**config.mk**
```make
export PLATFORM = sky130hd
export DESIGN_NAME = sync_fifo_flat
export DESIGN_NICKNAME = d
export VERILOG_FILES = /design/src/rtl/sync_fifo_pkg.sv /design/src/rtl/sync_fifo_if.sv /design/src/rtl/sync_fifo.sv /design/src/flat_wrapper.sv
export SDC_FILE = /design/constraint.sdc
export NUM_CORES = 1
export LEC_CHECK = 0
export CORE_ASPECT_RATIO = 1.5
export CORE_MARGIN = 2
export CORE_UTILIZATION = 58
export DETAILED_ROUTE_END_ITERATION = 8
export PLACE_DENSITY = 0.79
export SLEW_MARGIN = 20
export SYNTH_ARGS = -nofsm -noshare
export SYNTH_HDL_FRONTEND = slang
export SYNTH_SLANG_ARGS = --single-unit
```
**constraint.sdc**
```tcl
create_clock -name clk -period 3.15 [get_ports clk]
set_input_delay 0.315 -clock clk [delete_from_list [all_inputs] [get_ports clk]]
set_output_delay 0.315 -clock clk [all_outputs]
set_load 0.005 [all_outputs]
```
**src/rtl/sync_fifo_pkg.sv**
```systemverilog
// Shared constants and types for the synchronous FIFO, so the design and its
// bench agree on default width and depth.
package sync_fifo_pkg;

  localparam int FIFO_WIDTH_DEF = 16;
  localparam int FIFO_DEPTH_DEF = 8;

  typedef logic [FIFO_WIDTH_DEF-1:0] fifo_word_t;

  // Depth must be a power of two so the pointers wrap by natural overflow.
  function automatic bit is_pow2(input int n);
    return (n > 0) && ((n & (n - 1)) == 0);
  endfunction

endpackage

```
**src/rtl/sync_fifo_if.sv**
```systemverilog
// FIFO handshake bundle: the master side issues writes and reads, and the slave
// side (the FIFO) returns data and status.
interface sync_fifo_if
  import sync_fifo_pkg::*;
#(
  parameter int FIFO_WIDTH = FIFO_WIDTH_DEF
);

  logic [FIFO_WIDTH-1:0] data_in;
  logic                  wr_en;
  logic                  rd_en;
  logic [FIFO_WIDTH-1:0] data_out;
  logic                  wr_ack;
  logic                  overflow;
  logic                  underflow;
  logic                  full;
  logic                  empty;
  logic                  almostfull;
  logic                  almostempty;

  modport master (
    output data_in, wr_en, rd_en,
    input  data_out, wr_ack, overflow, underflow,
    input  full, empty, almostfull, almostempty
  );

  modport slave (
    input  data_in, wr_en, rd_en,
    output data_out, wr_ack, overflow, underflow,
    output full, empty, almostfull, almostempty
  );

endinterface

```
**src/rtl/sync_fifo.sv**
```systemverilog
// Single-clock FIFO. Handshake outputs and read data are registered, and the
// level flags are decoded combinationally from the occupancy count.
module sync_fifo
  import sync_fifo_pkg::*;
#(
  parameter int FIFO_WIDTH = FIFO_WIDTH_DEF,
  parameter int FIFO_DEPTH = FIFO_DEPTH_DEF
)(
  input  logic          clk,
  input  logic          rst_n,
  sync_fifo_if.slave    fifo
);

  localparam int ADDR_W = $clog2(FIFO_DEPTH);
  localparam int CNT_W  = ADDR_W + 1;

  if (!is_pow2(FIFO_DEPTH) || FIFO_DEPTH < 4) begin : g_bad_depth
    $error("sync_fifo: FIFO_DEPTH must be a power of two and at least 4");
  end

  logic [FIFO_WIDTH-1:0] r_mem [FIFO_DEPTH];
  logic [ADDR_W-1:0]     r_wr_ptr;
  logic [ADDR_W-1:0]     r_rd_ptr;
  logic [CNT_W-1:0]      r_count;
  logic [CNT_W-1:0]      w_count_next;
  logic [FIFO_WIDTH-1:0] r_data_out;
  logic                  r_wr_ack;
  logic                  r_overflow;
  logic                  r_underflow;

  logic w_full;
  logic w_empty;
  logic w_wr_accept;
  logic w_rd_accept;

  assign w_full  = (r_count == CNT_W'(FIFO_DEPTH));
  assign w_empty = (r_count == '0);

  // Acceptance is judged on the pre-edge count: an empty FIFO rejects a
  // same-cycle read, and a full one rejects a same-cycle write.
  assign w_wr_accept = fifo.wr_en && !w_full;
  assign w_rd_accept = fifo.rd_en && !w_empty;

  // NOTE: every signal assigned in always_comb gets a default first, otherwise
  // a path that skips the assignment infers a latch.
  always_comb begin
    w_count_next = r_count;
    case ({w_wr_accept, w_rd_accept})
      2'b10:   w_count_next = r_count + CNT_W'(1);
      2'b01:   w_count_next = r_count - CNT_W'(1);
      default: w_count_next = r_count;
    endcase
  end

  // NOTE: storage has no reset, so it maps onto plain RAM; the pointers and
  // count are reset instead, which is what discards the stored data.
  always_ff @(posedge clk) begin
    if (w_wr_accept) begin
      r_mem[r_wr_ptr] <= fifo.data_in;
    end
  end

  // NOTE: state registers use non-blocking assignments so every flop samples
  // the pre-edge values regardless of statement order.
  always_ff @(posedge clk or negedge rst_n) begin
    if (!rst_n) begin
      r_wr_ptr <= '0;
      r_rd_ptr <= '0;
      r_count  <= '0;
    end else begin
      if (w_wr_accept) r_wr_ptr <= r_wr_ptr + ADDR_W'(1);
      if (w_rd_accept) r_rd_ptr <= r_rd_ptr + ADDR_W'(1);
      r_count <= w_count_next;
    end
  end

  always_ff @(posedge clk or negedge rst_n) begin
    if (!rst_n) begin
      r_data_out  <= '0;
      r_wr_ack    <= 1'b0;
      r_overflow  <= 1'b0;
      r_underflow <= 1'b0;
    end else begin
      r_wr_ack    <= w_wr_accept;
      r_overflow  <= fifo.wr_en && w_full;
      r_underflow <= fifo.rd_en && w_empty;
      if (w_rd_accept) r_data_out <= r_mem[r_rd_ptr];
    end
  end

  assign fifo.data_out    = r_data_out;
  assign fifo.wr_ack      = r_wr_ack;
  assign fifo.overflow    = r_overflow;
  assign fifo.underflow   = r_underflow;
  assign fifo.full        = w_full;
  assign fifo.empty       = w_empty;
  assign fifo.almostfull  = (r_count == CNT_W'(FIFO_DEPTH - 1));
  assign fifo.almostempty = (r_count == CNT_W'(1));

`ifdef SIM
  a_count_bound: assert property (@(posedge clk) disable iff (!rst_n)
    r_count <= CNT_W'(FIFO_DEPTH));
`endif

endmodule

```
**src/flat_wrapper.sv**
```systemverilog
// flat-port wrapper written by rule: the top's interface ports become plain ports
module sync_fifo_flat import sync_fifo_pkg::*;
#(
  parameter int FIFO_WIDTH = FIFO_WIDTH_DEF,
  parameter int FIFO_DEPTH = FIFO_DEPTH_DEF
)
  (clk, rst_n, fifo_data_in, fifo_wr_en, fifo_rd_en, fifo_data_out, fifo_wr_ack, fifo_overflow, fifo_underflow, fifo_full, fifo_empty, fifo_almostfull, fifo_almostempty);
  sync_fifo_if #(.FIFO_WIDTH(FIFO_WIDTH)) fifo_i ();
  input  logic clk;
  input  logic rst_n;
  input wire logic [$bits(fifo_i.data_in)-1:0] fifo_data_in;
  input wire logic [$bits(fifo_i.wr_en)-1:0] fifo_wr_en;
  input wire logic [$bits(fifo_i.rd_en)-1:0] fifo_rd_en;
  output wire logic [$bits(fifo_i.data_out)-1:0] fifo_data_out;
  output wire logic [$bits(fifo_i.wr_ack)-1:0] fifo_wr_ack;
  output wire logic [$bits(fifo_i.overflow)-1:0] fifo_overflow;
  output wire logic [$bits(fifo_i.underflow)-1:0] fifo_underflow;
  output wire logic [$bits(fifo_i.full)-1:0] fifo_full;
  output wire logic [$bits(fifo_i.empty)-1:0] fifo_empty;
  output wire logic [$bits(fifo_i.almostfull)-1:0] fifo_almostfull;
  output wire logic [$bits(fifo_i.almostempty)-1:0] fifo_almostempty;
  assign fifo_i.data_in = fifo_data_in;
  assign fifo_i.wr_en = fifo_wr_en;
  assign fifo_i.rd_en = fifo_rd_en;
  assign fifo_data_out = fifo_i.data_out;
  assign fifo_wr_ack = fifo_i.wr_ack;
  assign fifo_overflow = fifo_i.overflow;
  assign fifo_underflow = fifo_i.underflow;
  assign fifo_full = fifo_i.full;
  assign fifo_empty = fifo_i.empty;
  assign fifo_almostfull = fifo_i.almostfull;
  assign fifo_almostempty = fifo_i.almostempty;
  sync_fifo #(.FIFO_WIDTH(FIFO_WIDTH), .FIFO_DEPTH(FIFO_DEPTH)) u_core (.clk(clk), .rst_n(rst_n), .fifo(fifo_i));
endmodule
```
Word-level counts from Yosys, hierarchy flattened
Memory sizes are Yosys's and may differ from the RTL's. A register that Yosys moved wholly into a read port is not among the register bits.
Cells that the tools add are included.
Widths: inputs -> output; s select.
Word-level totals
  memories kept: 1
  RAM bits: 128
  logic and storage cells: 28
  output and inout port bits: 23
  bits in registers: 13
  input bits: 20
Memories
  u_core.r_mem: depth 8, width 16, rd ports 1, clocked after Yosys merged registers in 1, write ports 1, line sync_fifo.sv:21  | logic [FIFO_WIDTH-1:0] r_mem [FIFO_DEPTH];
Cells by class
  mux-type cells: 3
  add/sub/neg operators: 4
  reductions and logical operators: 9
  equal/unequal tests: 5
Operators by type and width (number)
  $pmux 4 s2: 1
  $add 3x1->3 const B: 2
  $add 4x1->4 const B: 1
  $eq 4x1->1 const B: 1
  $eq 4x3->1 const B: 1
  $eq 4x4->1 const B: 1
  $logic_and 1x1->1: 4
  $logic_not 4->1: 1
  $sub 4x1->4 const B: 1
  $logic_not 1->1: 3
  $eq 2x1->1 const B: 1
  $eq 2x2->1 const B: 1
  $mux 1: 2
  $reduce_bool 2->1: 1

Longest topological paths before layout
Gate-level depths: netlist of the first run.
  word-level depth: 5
  gate-level depth with buffers: 11
  mapped depth without buffers: 9

Least setup slack after synthesis of the first run
Ideal clock, no wire load.
  path type: register to register
  start point: register u_core.r_count[0]
  end point: memory u_core.r_mem[1][0] (netlist name), enable pin
  cell stages (with the launch flop): 6
  buffers on the path: 0
  slack: 629 ps
  clock period less this slack: 2521 ps
  required time: 2741 ps
  arrival: 2112 ps
  library setup time: 409 ps
  path through: dfrtp_1 inv_1 ha_1 nand3b_1 nand3_1 nor3_1
On the way
  word-level cells in the longest chain between the ends: 5
Ends and longest elaborated chain
  start, declared: line sync_fifo.sv:24  | logic [CNT_W-1:0] r_count;
  start signal, assigned: line sync_fifo.sv:73  | r_count <= w_count_next;
  $eq 4x4->1: line sync_fifo.sv:36  | assign w_full = (r_count == CNT_W'(FIFO_DEPTH));
  $logic_not 1->1: line sync_fifo.sv:41  | assign w_wr_accept = fifo.wr_en && !w_full;
  $logic_and 1x1->1: line sync_fifo.sv:41
  $mux 1: line sync_fifo.sv:58  | if (w_wr_accept) begin
  $mux 1 (implied by the code): line sync_fifo.sv:59  | r_mem[r_wr_ptr] <= fifo.data_in;
  end, declared: line sync_fifo.sv:21
Every way passes these cells.

Final worst setup path of the first run
  start point: register u_core.r_count[1]
  end point: output fifo_empty
On the way
  word-level cells in the longest chain between the ends: 1
Ends and longest elaborated chain
  $logic_not 4->1: line sync_fifo.sv:37  | assign w_empty = (r_count == '0);
  end, declared: line flat_wrapper.sv:19  | output wire logic [$bits(fifo_i.empty)-1:0] fifo_empty;
Every way passes these cells.

==> flow_summary.toml, run 1 <==
[status]
status = "finished clean"

[synth]
syn-mean-instance-area_um2 = 17.5
postSynthCellCount = 360
synth_top_area_cell = "edfxtp_1"
syn_nets = 386
synth_top_area_frac = 0.611
synthTopCellsByArea = "edfxtp_1 (61%), dfrtp_1 (12%), mux2i_1 (5.3%), mux2_1 (3.2%), o31ai_2 (3.2%)"
synthDistinctLibCells = 31
synth-seq-area-share = 0.727
synthesis.area_mm2 = 0.00629
yosys_warnings = 0
ys_seq_elements = 157

[timing]
clock_skew_ns = 0.0107
grt_setup_unrepaired = "no"
hold_viol_final = 0
post-route-period-util = 0.795
relSlewSlack = 0.407
setup_ws_ns = 0.647
drv_slew = 0
fmax_ghz = 0.399
setup_viol = 0
tns_ns = 0
worst_pin_slew_ns = 0.889
period_needed_ns = 2.50

[floorplan]
die_h_um = 132
die_w_um = 89
die-area_mm2 = 0.0117
start_util = 0.594
row_count = 46
num_io_pins = 43
core_mm2 = 0.0106

[global_routing]
met1_usage = 0.267
met2_usage = 0.377
grt_max_degree = 38
first_global_vias = 3650
grt_overflow_total = 0
grt-busiest-layer = "met2"
grt_usage = 0.227
antenna_found_initial = 0
gr-usage-met3 = 0.0609
grt_pass1_wl_um = 19000

[critical_path]
slowest_delay_ns = 0.55
crit_chain = "inv_1, ha_1, nor3b_2, buf_4, clkdlybuf4s50_1"
arrival_ns = 2.19
cp-end-kind = "output pin"
path_class = "flop to output pin"
cp.required_ns = 2.83
cp_slowest_cell = "clkdlybuf4s50_1"
regToRegSetupSlack_ns = 0.91
crit_fanout = 19
worst-path-buf-inv = 3
cp-start-kind = "flop"
critical_path.top_delay_family = "buffers and inverters"

[pwr]
p_leak_uw = 0.00272
power.density_mw_per_mm2 = 943
max-vdd-ir-drop_mv = 0.606

[cts]
cts.sinks = 157
cts-root-buf = "clkbuf_16"
cts.path.max_buffers = 2
cts_max_level = 4
cts_resized = 0
clk_latency_ns = 0.42
cts_tree = "done"
cts_buffers = 17
clk_pin_slew_worst_paths_ns = 0.06
cts_setup_buffers = 0
ctsHoldBuffers = 0

[place]
gp_congestion = 0.763
dp_slack_ns = 0.920
io_buffers = 42
hpwl_um = 7420

[finish]
seq_area_mm2 = 0.00457
drive_above_1_share = 0.201
fin_nets = 450
multiInputGateArea_mm2 = 0.00158
diodes = 0
area_growth_pct = 20.1
final_common_cell = "edfxtp_1"
layout_common_cells = "edfxtp_1 (128), clkdlybuf4s50_1 (42), mux2i_1 (33)"
fillerInstances = 690

[route]
drtPass1Iterations = 4
drtIter0Drc = 281
wire_per_inst_um = 21.4
avgViaCountPerCell = 5.96
vias = 3463
antenna_left = 0
wl_um = 12400
remaining_drc_errors = 0

[hold_path]
hp-class = "input port to async pin"

[run]
maxCapViolations = 0
==> registers in the layout, indices dropped and copies added, names as in the netlist <==
signal and flops:
u_core.fifo.wr_ack 1, u_core.r_rd_ptr 3, u_core.fifo.overflow 1, u_core.r_mem 128, u_core.r_wr_ptr 3, u_core.r_count 4
u_core.fifo.data_out 16, u_core.fifo.underflow 1
==> routing by layer <==
| layer | up-vias | part of all wire | routed length [um] |
|---|---|---|---|
| li1 | 1532 | - | - |
| met5 | - | 0 | 0 |
| met2 | 150 | 0.54 | 6650 |
| met4 | 0 | 0.022 | 271 |
| met1 | 1758 | 0.37 | 4600 |
| met3 | 23 | 0.073 | 907 |
==> worst reg2reg max path, delay by kind of cell, from the launching register on <==
family | cells | cell delay [ns]
AOI/OAI and AO/OA | 1 | 0.16
xor gates and xnor gates | 1 | 0.15
adders and majority gates | 2 | 0.45
buffers and inverters | 1 | 0.10
DFF | 1 | 0.43
and+or+nand+nor | 3 | 0.86
==> cell type report <==
| class | count | share of cell area |
|---|---|---|
| clock buffers | 19 | 0.0573 |
| clock inverters | 13 | 0.0229 |
| inverters | 6 | 0.00298 |
| multi-input cells | 179 | 0.209 |
| flip-flops and latches | 157 | 0.605 |
| well taps | 144 | 0.0239 |
| repair buffers | 63 | 0.0782 |
==> cell usage after synthesis (all sizes together) <==
master,n
edfxtp,128
mux2,34
mux2i,33
dfrtp,29
o21ai,17
a22o,16
o22ai,16
o31ai,16
buf,15
nor2,9
ha,6
inv,6
xnor2,6
nand2,5
nand2b,4
clkbuf,3
nand3b,3
and2,2
nand3,2
nor3,2
nor3b,2
xor2,2
a21oi,1
nand4b,1
nor2b,1
or4b,1
==> final timing paths <==
check                                          end  depth (start not counted)                    start
hold reg to reg            u_core.fifo.data_out[7]                          2  u_core.fifo.data_out[7]
max in group asynchronous       u_core.r_rd_ptr[0]                          2                    rst_n
hold / removal                  u_core.r_rd_ptr[2]                          2                    rst_n
setup reg to reg                 u_core.r_count[3]                          8        u_core.r_count[1]
min in group clk           u_core.fifo.data_out[7]                          2  u_core.fifo.data_out[7]
setup / recovery                        fifo_empty                          5        u_core.r_count[1]
==> stage by stage <==
stage	power [uW]	hold slack, ns	utilization	cells	cell area [um2]
2_1_floorplan	4330	0.0194	-	360	6290
3_3_place_gp	4990	0.506	0.656	549	6940
3_5_place_dp	5070	0.510	0.656	549	6940
4_1_cts	7140	0.324	0.713	581	7550
5_1_grt	7420	0.357	0.713	581	7550
6_report	7120	0.314	0.713	581	7550
==> report_power, final <==
part	switching (uW)	leakage, uW	internal (uW)
combinational	1110	0.000924	1020
clock	743	0.000284	1310
sequential	246	0.00151	2690
total	2100	0.00272	5020
==> kinds of logic (layout without fill, tap and decap cells) <==
| group | after synthesis | after routing | share of synthesized area |
|---|---|---|---|
| xor gates and xnor gates | 8 | 8 | 0.0111 |
| buffers and inverters | 24 | 101 | 0.0241 |
| AOI/OAI and AO/OA | 66 | 66 | 0.0850 |
| DFF | 157 | 157 | 0.727 |
| and+or+nand+nor | 32 | 32 | 0.0275 |
| adders and majority gates | 6 | 6 | 0.0119 |
| muxes | 67 | 67 | 0.113 |
Power figures use the tool's default switching activity.
==> run 2, diff against run 1 <==
--- a/config.mk
+++ b/config.mk
@@ -7,9 +7,9 @@
 export LEC_CHECK = 0
 export CORE_ASPECT_RATIO = 1.5
 export CORE_MARGIN = 2
-export CORE_UTILIZATION = 58
+export CORE_UTILIZATION = 53
 export DETAILED_ROUTE_END_ITERATION = 8
-export PLACE_DENSITY = 0.79
+export PLACE_DENSITY = 0.76
 export SLEW_MARGIN = 20
 export SYNTH_ARGS = -nofsm -noshare
 export SYNTH_HDL_FRONTEND = slang
==> constraint.sdc (replaced) <==
create_clock -name clk -period 2.26 [get_ports clk]
set_input_delay 0.226 -clock clk [delete_from_list [all_inputs] [get_ports clk]]
set_output_delay 0.226 -clock clk [all_outputs]
set_load 0.005 [all_outputs]
==> flow_summary.toml, run 2 (synthesized netlist as in run 1, its figures left out) <==
[status]
status = "finished clean"

[floorplan]
core_mm2 = 0.0115
die_w_um = 92.9
num_io_pins = 43
die_h_um = 137
start_util = 0.545
row_count = 48
die-area_mm2 = 0.0128

[finish]
drive_above_1_share = 0.226
final_common_cell = "edfxtp_1"
diodes = 0
area_growth_pct = 22.6
largest_reg_flops = 128
fin_nets = 456
regMostFlops = "u_core.r_mem"
layout_common_cells = "edfxtp_1 (128), clkdlybuf4s50_1 (41), mux2i_1 (33)"
post-route-util = 0.668

[global_routing]
first_global_vias = 3507
grt_overflow_total = 0
grt_usage = 0.205
grt_max_degree = 38
antenna_found_initial = 0
grt_pass1_wl_um = 18700

[cts]
cts_max_level = 4
clk_latency_ns = 0.42
cts.path.max_buffers = 2
cts_tree = "done"
cts-root-buf = "clkbuf_16"
ctsHoldBuffers = 0
cts.sinks = 157
cts_buffers = 17
clk_pin_slew_worst_paths_ns = 0.06

[timing]
fmax_ghz = 0.459
clock_skew_ns = 0.00766
post-route-period-util = 0.964
setup_viol = 0
period_needed_ns = 2.18
tns_ns = 0
worst_pin_slew_ns = 0.857
relSlewSlack = 0.428
hold_viol_final = 0
drv_slew = 0

[critical_path]
ff2ff_path_depth = 9
path_class = "flop to flop"
r2r_start = "u_core.r_count[1]"
cp-start-kind = "flop"
arrival_ns = 2.50
r2r-end = "u_core.r_count[3]"
cp-end-kind = "flop"
crit_fanout = 5
cp.required_ns = 2.58
regToRegSetupSlack_ns = 0.08

[route]
wire_per_inst_um = 20.9
remaining_drc_errors = 0
antenna_left = 0
vias = 3411
drtIter0Drc = 241
wl_um = 12400
drtPass1Iterations = 6
avgViaCountPerCell = 5.75

[pwr]
switching_share = 0.290
seq_power_share = 0.398
combPwrFrac = 0.307
p_leak_uw = 0.00280
power.density_mw_per_mm2 = 1330
max-vdd-ir-drop_mv = 0.795
power_switching_uw = 2970
pwr-share-clk = 0.295
power.internal_uw = 7290

[place]
hpwl_um = 7320
io_buffers = 42
gp_congestion = 0.709

[hold_path]
hp-class = "input port to async pin"

[run]
maxCapViolations = 0
## run 2: cell count changes in the layout (fill, tap and decap cells not counted), moves of 2 or more
cell	previous run	this run
buf_12	1	3
ha_1	6	4
buf_4	20	23
clkinv_1	2	0
clkinvlp_4	4	2
ha_4	0	2
## run 2: critical path: stages, from the launching register on
cell	delay [ns]
dfrtp_1	0.43
inv_2	0.08
ha_4	0.17
nor3b_4	0.15
nand2b_1	0.18
inv_2	0.08
ha_4	0.15
or4b_4	0.47
a21oi_2	0.16
xor2_1	0.21
## run 2: layer usage
layer  track usage  wire [um]
met4        0.0809        249
met2         0.366       6650
met3        0.0580        661
met5             0          0
met1         0.230       4830
## run 2: worst max path at each step
| stage | from | to | slack, ns | cells after the start |
|---|---|---|---|---|
| global placement | u_core.r_count[1] | u_core.r_count[3] | 0.22 | 8 |
| detailed placement | u_core.r_count[1] | u_core.r_count[3] | 0.09 | 8 |
| CTS | u_core.r_count[1] | u_core.r_count[3] | 0.02 | 8 |
| global route | u_core.r_count[1] | u_core.r_count[3] | -0.01 | 9 |
| finish | u_core.r_count[1] | u_core.r_count[3] | 0.08 | 9 |
| floorplan | u_core.r_count[0] | u_core.r_count[3] | 0.01 | 11 |
## run 2: area by class of cell
| cell class | count | area [um2] |
|---|---|---|
| inverters | 6 | 22.5 |
| well taps | 150 | 188 |
| clock buffers | 21 | 450 |
| fillers | 785 | 3830 |
| multi-input cells | 179 | 1620 |
| repair buffers | 69 | 667 |
| clock inverters | 11 | 189 |
| flip-flops and latches | 157 | 4570 |
## run 2: through the flow
step	hold slack, ns	total power [uW]	cell area (um2)	instances	worst slack, ns
finish	0.214	10300	7700	593	0.0821
global route	0.244	10700	7700	593	-0.0145
CTS	0.225	10200	7650	588	0.0168
detailed placement	0.509	7170	6990	555	0.0874
global placement	0.483	7050	6990	555	0.225
floorplan	-0.0696	6060	6310	360	0.0111
## run 2: power groups by stage
stage                     Clock [uW]  Sequential [uW]  Combinational (uW)
after global routing            3170             4140                3380
final                           3030             4080                3150
after global placement             0             4090                2960
after floorplan                    0             4050                2010
after detailed placement           0             4130                3040
after CTS                       3050             4080                3100
## run 2: repair_timing
action | CTS | global route
setup buffers | 1 | 5
pin swaps | 0 | 1
resized for setup | 2 | 5
cloned | 0 | 0
setup endpoints to repair | 1 | 3
==> run 3, diff against run 2 <==
--- a/config.mk
+++ b/config.mk
@@ -8,6 +8,7 @@
 export CORE_ASPECT_RATIO = 1.5
 export CORE_MARGIN = 2
 export CORE_UTILIZATION = 53
+export CTS_BUF_LIST = sky130_fd_sc_hd__clkbuf_4 sky130_fd_sc_hd__clkbuf_8 sky130_fd_sc_hd__clkbuf_16
 export DETAILED_ROUTE_END_ITERATION = 8
 export PLACE_DENSITY = 0.76
 export SLEW_MARGIN = 20
==> flow_summary.toml, run 3 (synthesized netlist as in run 1, its figures left out) <==
[place]
gp_congestion = 0.709
hpwl_um = 7320
placed_cells = 555
io_buffers = 42
placed_area_mm2 = 0.00699

[global_routing]
antenna_found_initial = 0
grt_pass1_wl_um = 18700
grt_usage = 0.205
grt_overflow_total = 0
first_global_vias = 3511
grt_max_degree = 38

[finish]
post-route-util = 0.668
diodes = 0
fin_nets = 454
design_area_mm2 = 0.00770
stdcell_count = 591
area_growth_pct = 22.5
drive_above_1_share = 0.229
final_common_cell = "edfxtp_1"
layout_common_cells = "edfxtp_1 (128), clkdlybuf4s50_1 (41), mux2i_1 (33)"
regMostFlops = "u_core.r_mem"
largest_reg_flops = 128

[route]
antenna_left = 0
vias = 3385
drtIter0Drc = 224
wl_um = 12400
wire_per_inst_um = 21.0
drtPass1Iterations = 5
remaining_drc_errors = 0
avgViaCountPerCell = 5.73

[pwr]
power.density_mw_per_mm2 = 1340
p_leak_uw = 0.00280
max-vdd-ir-drop_mv = 0.797

[timing]
setup_viol = 0
hold_ws_ns = 0.220
period_needed_ns = 2.17
hold_viol_final = 0
fmax_ghz = 0.460
drv_slew = 0
tns_ns = 0
relSlewSlack = 0.438
post-route-period-util = 0.961
grt_setup_unrepaired = "no"
worst_pin_slew_ns = 0.841
clock_skew_ns = 0.00618

[cts]
cts-root-buf = "clkbuf_16"
cts.sinks = 157
clk_latency_ns = 0.41
cts_max_level = 4
cts_buffers = 17
cts.path.max_buffers = 2
cts_tree = "done"
clk_pin_slew_worst_paths_ns = 0.06
ctsHoldBuffers = 0

[critical_path]
cp.required_ns = 2.58
path_class = "flop to flop"
cp_slowest_cell = "or4b_4"
arrival_ns = 2.49
cp-end-kind = "flop"
slowest_delay_ns = 0.47
cp-start-kind = "flop"
crit_fanout = 5
crit_chain = "inv_2, ha_4, nor3b_4, nand2b_1, inv_2, ha_4, or4b_4, a21oi_2, xor2_1"

[run]
maxCapViolations = 0

[floorplan]
core_mm2 = 0.0115
start_util = 0.545
row_count = 48
die_w_um = 92.9
die_h_um = 137
num_io_pins = 43
die-area_mm2 = 0.0128

[status]
status = "finished clean"

[hold_path]
hp-class = "input port to async pin"
run 3: cell count changes in the layout (fill, tap and decap cells not counted), sizes merged:
cell  previous run  this run
buf             27        25
run 3: layout make-up:
cell class                 instances  area, um2
tap                              150        188
timing repair buffer              67        652
clock buffer                      21        462
inverter                           6       22.5
sequential                       157       4570
multi-input combinational        179       1620
clock inverter                    11        189
fill                             794       3830
run 3: final timing paths:
| check | from | end | slack [ns] | cells past startpoint |
|---|---|---|---|---|
| setup / recovery | u_core.r_count[1] | u_core.r_count[3] | 0.09 | 9 |
| hold / removal | rst_n | u_core.r_wr_ptr[2] | 0.22 | 2 |
| setup reg to reg | u_core.r_count[1] | u_core.r_count[3] | 0.09 | 9 |
| hold reg to reg | u_core.fifo.data_out[6] | u_core.fifo.data_out[6] | 0.52 | 2 |
| max in group asynchronous | rst_n | u_core.r_rd_ptr[0] | 1.72 | 2 |
| min in group clk | u_core.fifo.data_out[6] | u_core.fifo.data_out[6] | 0.52 | 2 |
run 3: per-stage QoR:
step	total power, uW	setup slack [ns]
2_1_floorplan	6060	0.0111
3_5_place_dp	7170	0.0874
4_1_cts	10300	0.0168
5_1_grt	10700	0.0190
3_3_place_gp	7050	0.225
6_report	10300	0.0876
run 3: timing repair:
action | CTS | global route
gates cloned | 0 | 0
resized for setup | 2 | 5
buffers inserted | 1 | 3
pin swaps | 0 | 1
setup endpoints to repair | 1 | 3
run 3: per-layer routing:
layer / GRT usage / up-vias / share of wire
li1: - / 1541 / -
met1: 0.231 / 1716 / 0.39
met2: 0.365 / 108 / 0.54
met3: 0.0596 / 20 / 0.051
met4: 0.0858 / 0 / 0.019
met5: 0 / - / 0
run 3: where the power goes:
group	switching, uW	internal [uW]
combinational	1590	1550
clock	1050	2020
sequential	331	3750
total	2970	7320
run 3: critical path: cells and delay by family, from the launching register on:
kind / cells / cell delay, ns
AND/OR/NAND/NOR: 3 / 0.80
flip-flops: 1 / 0.43
adder cells (fa/ha/maj): 2 / 0.32
XOR/XNOR: 1 / 0.21
buffers and inverters: 2 / 0.16
AO/OA/AOI/OAI: 1 / 0.16
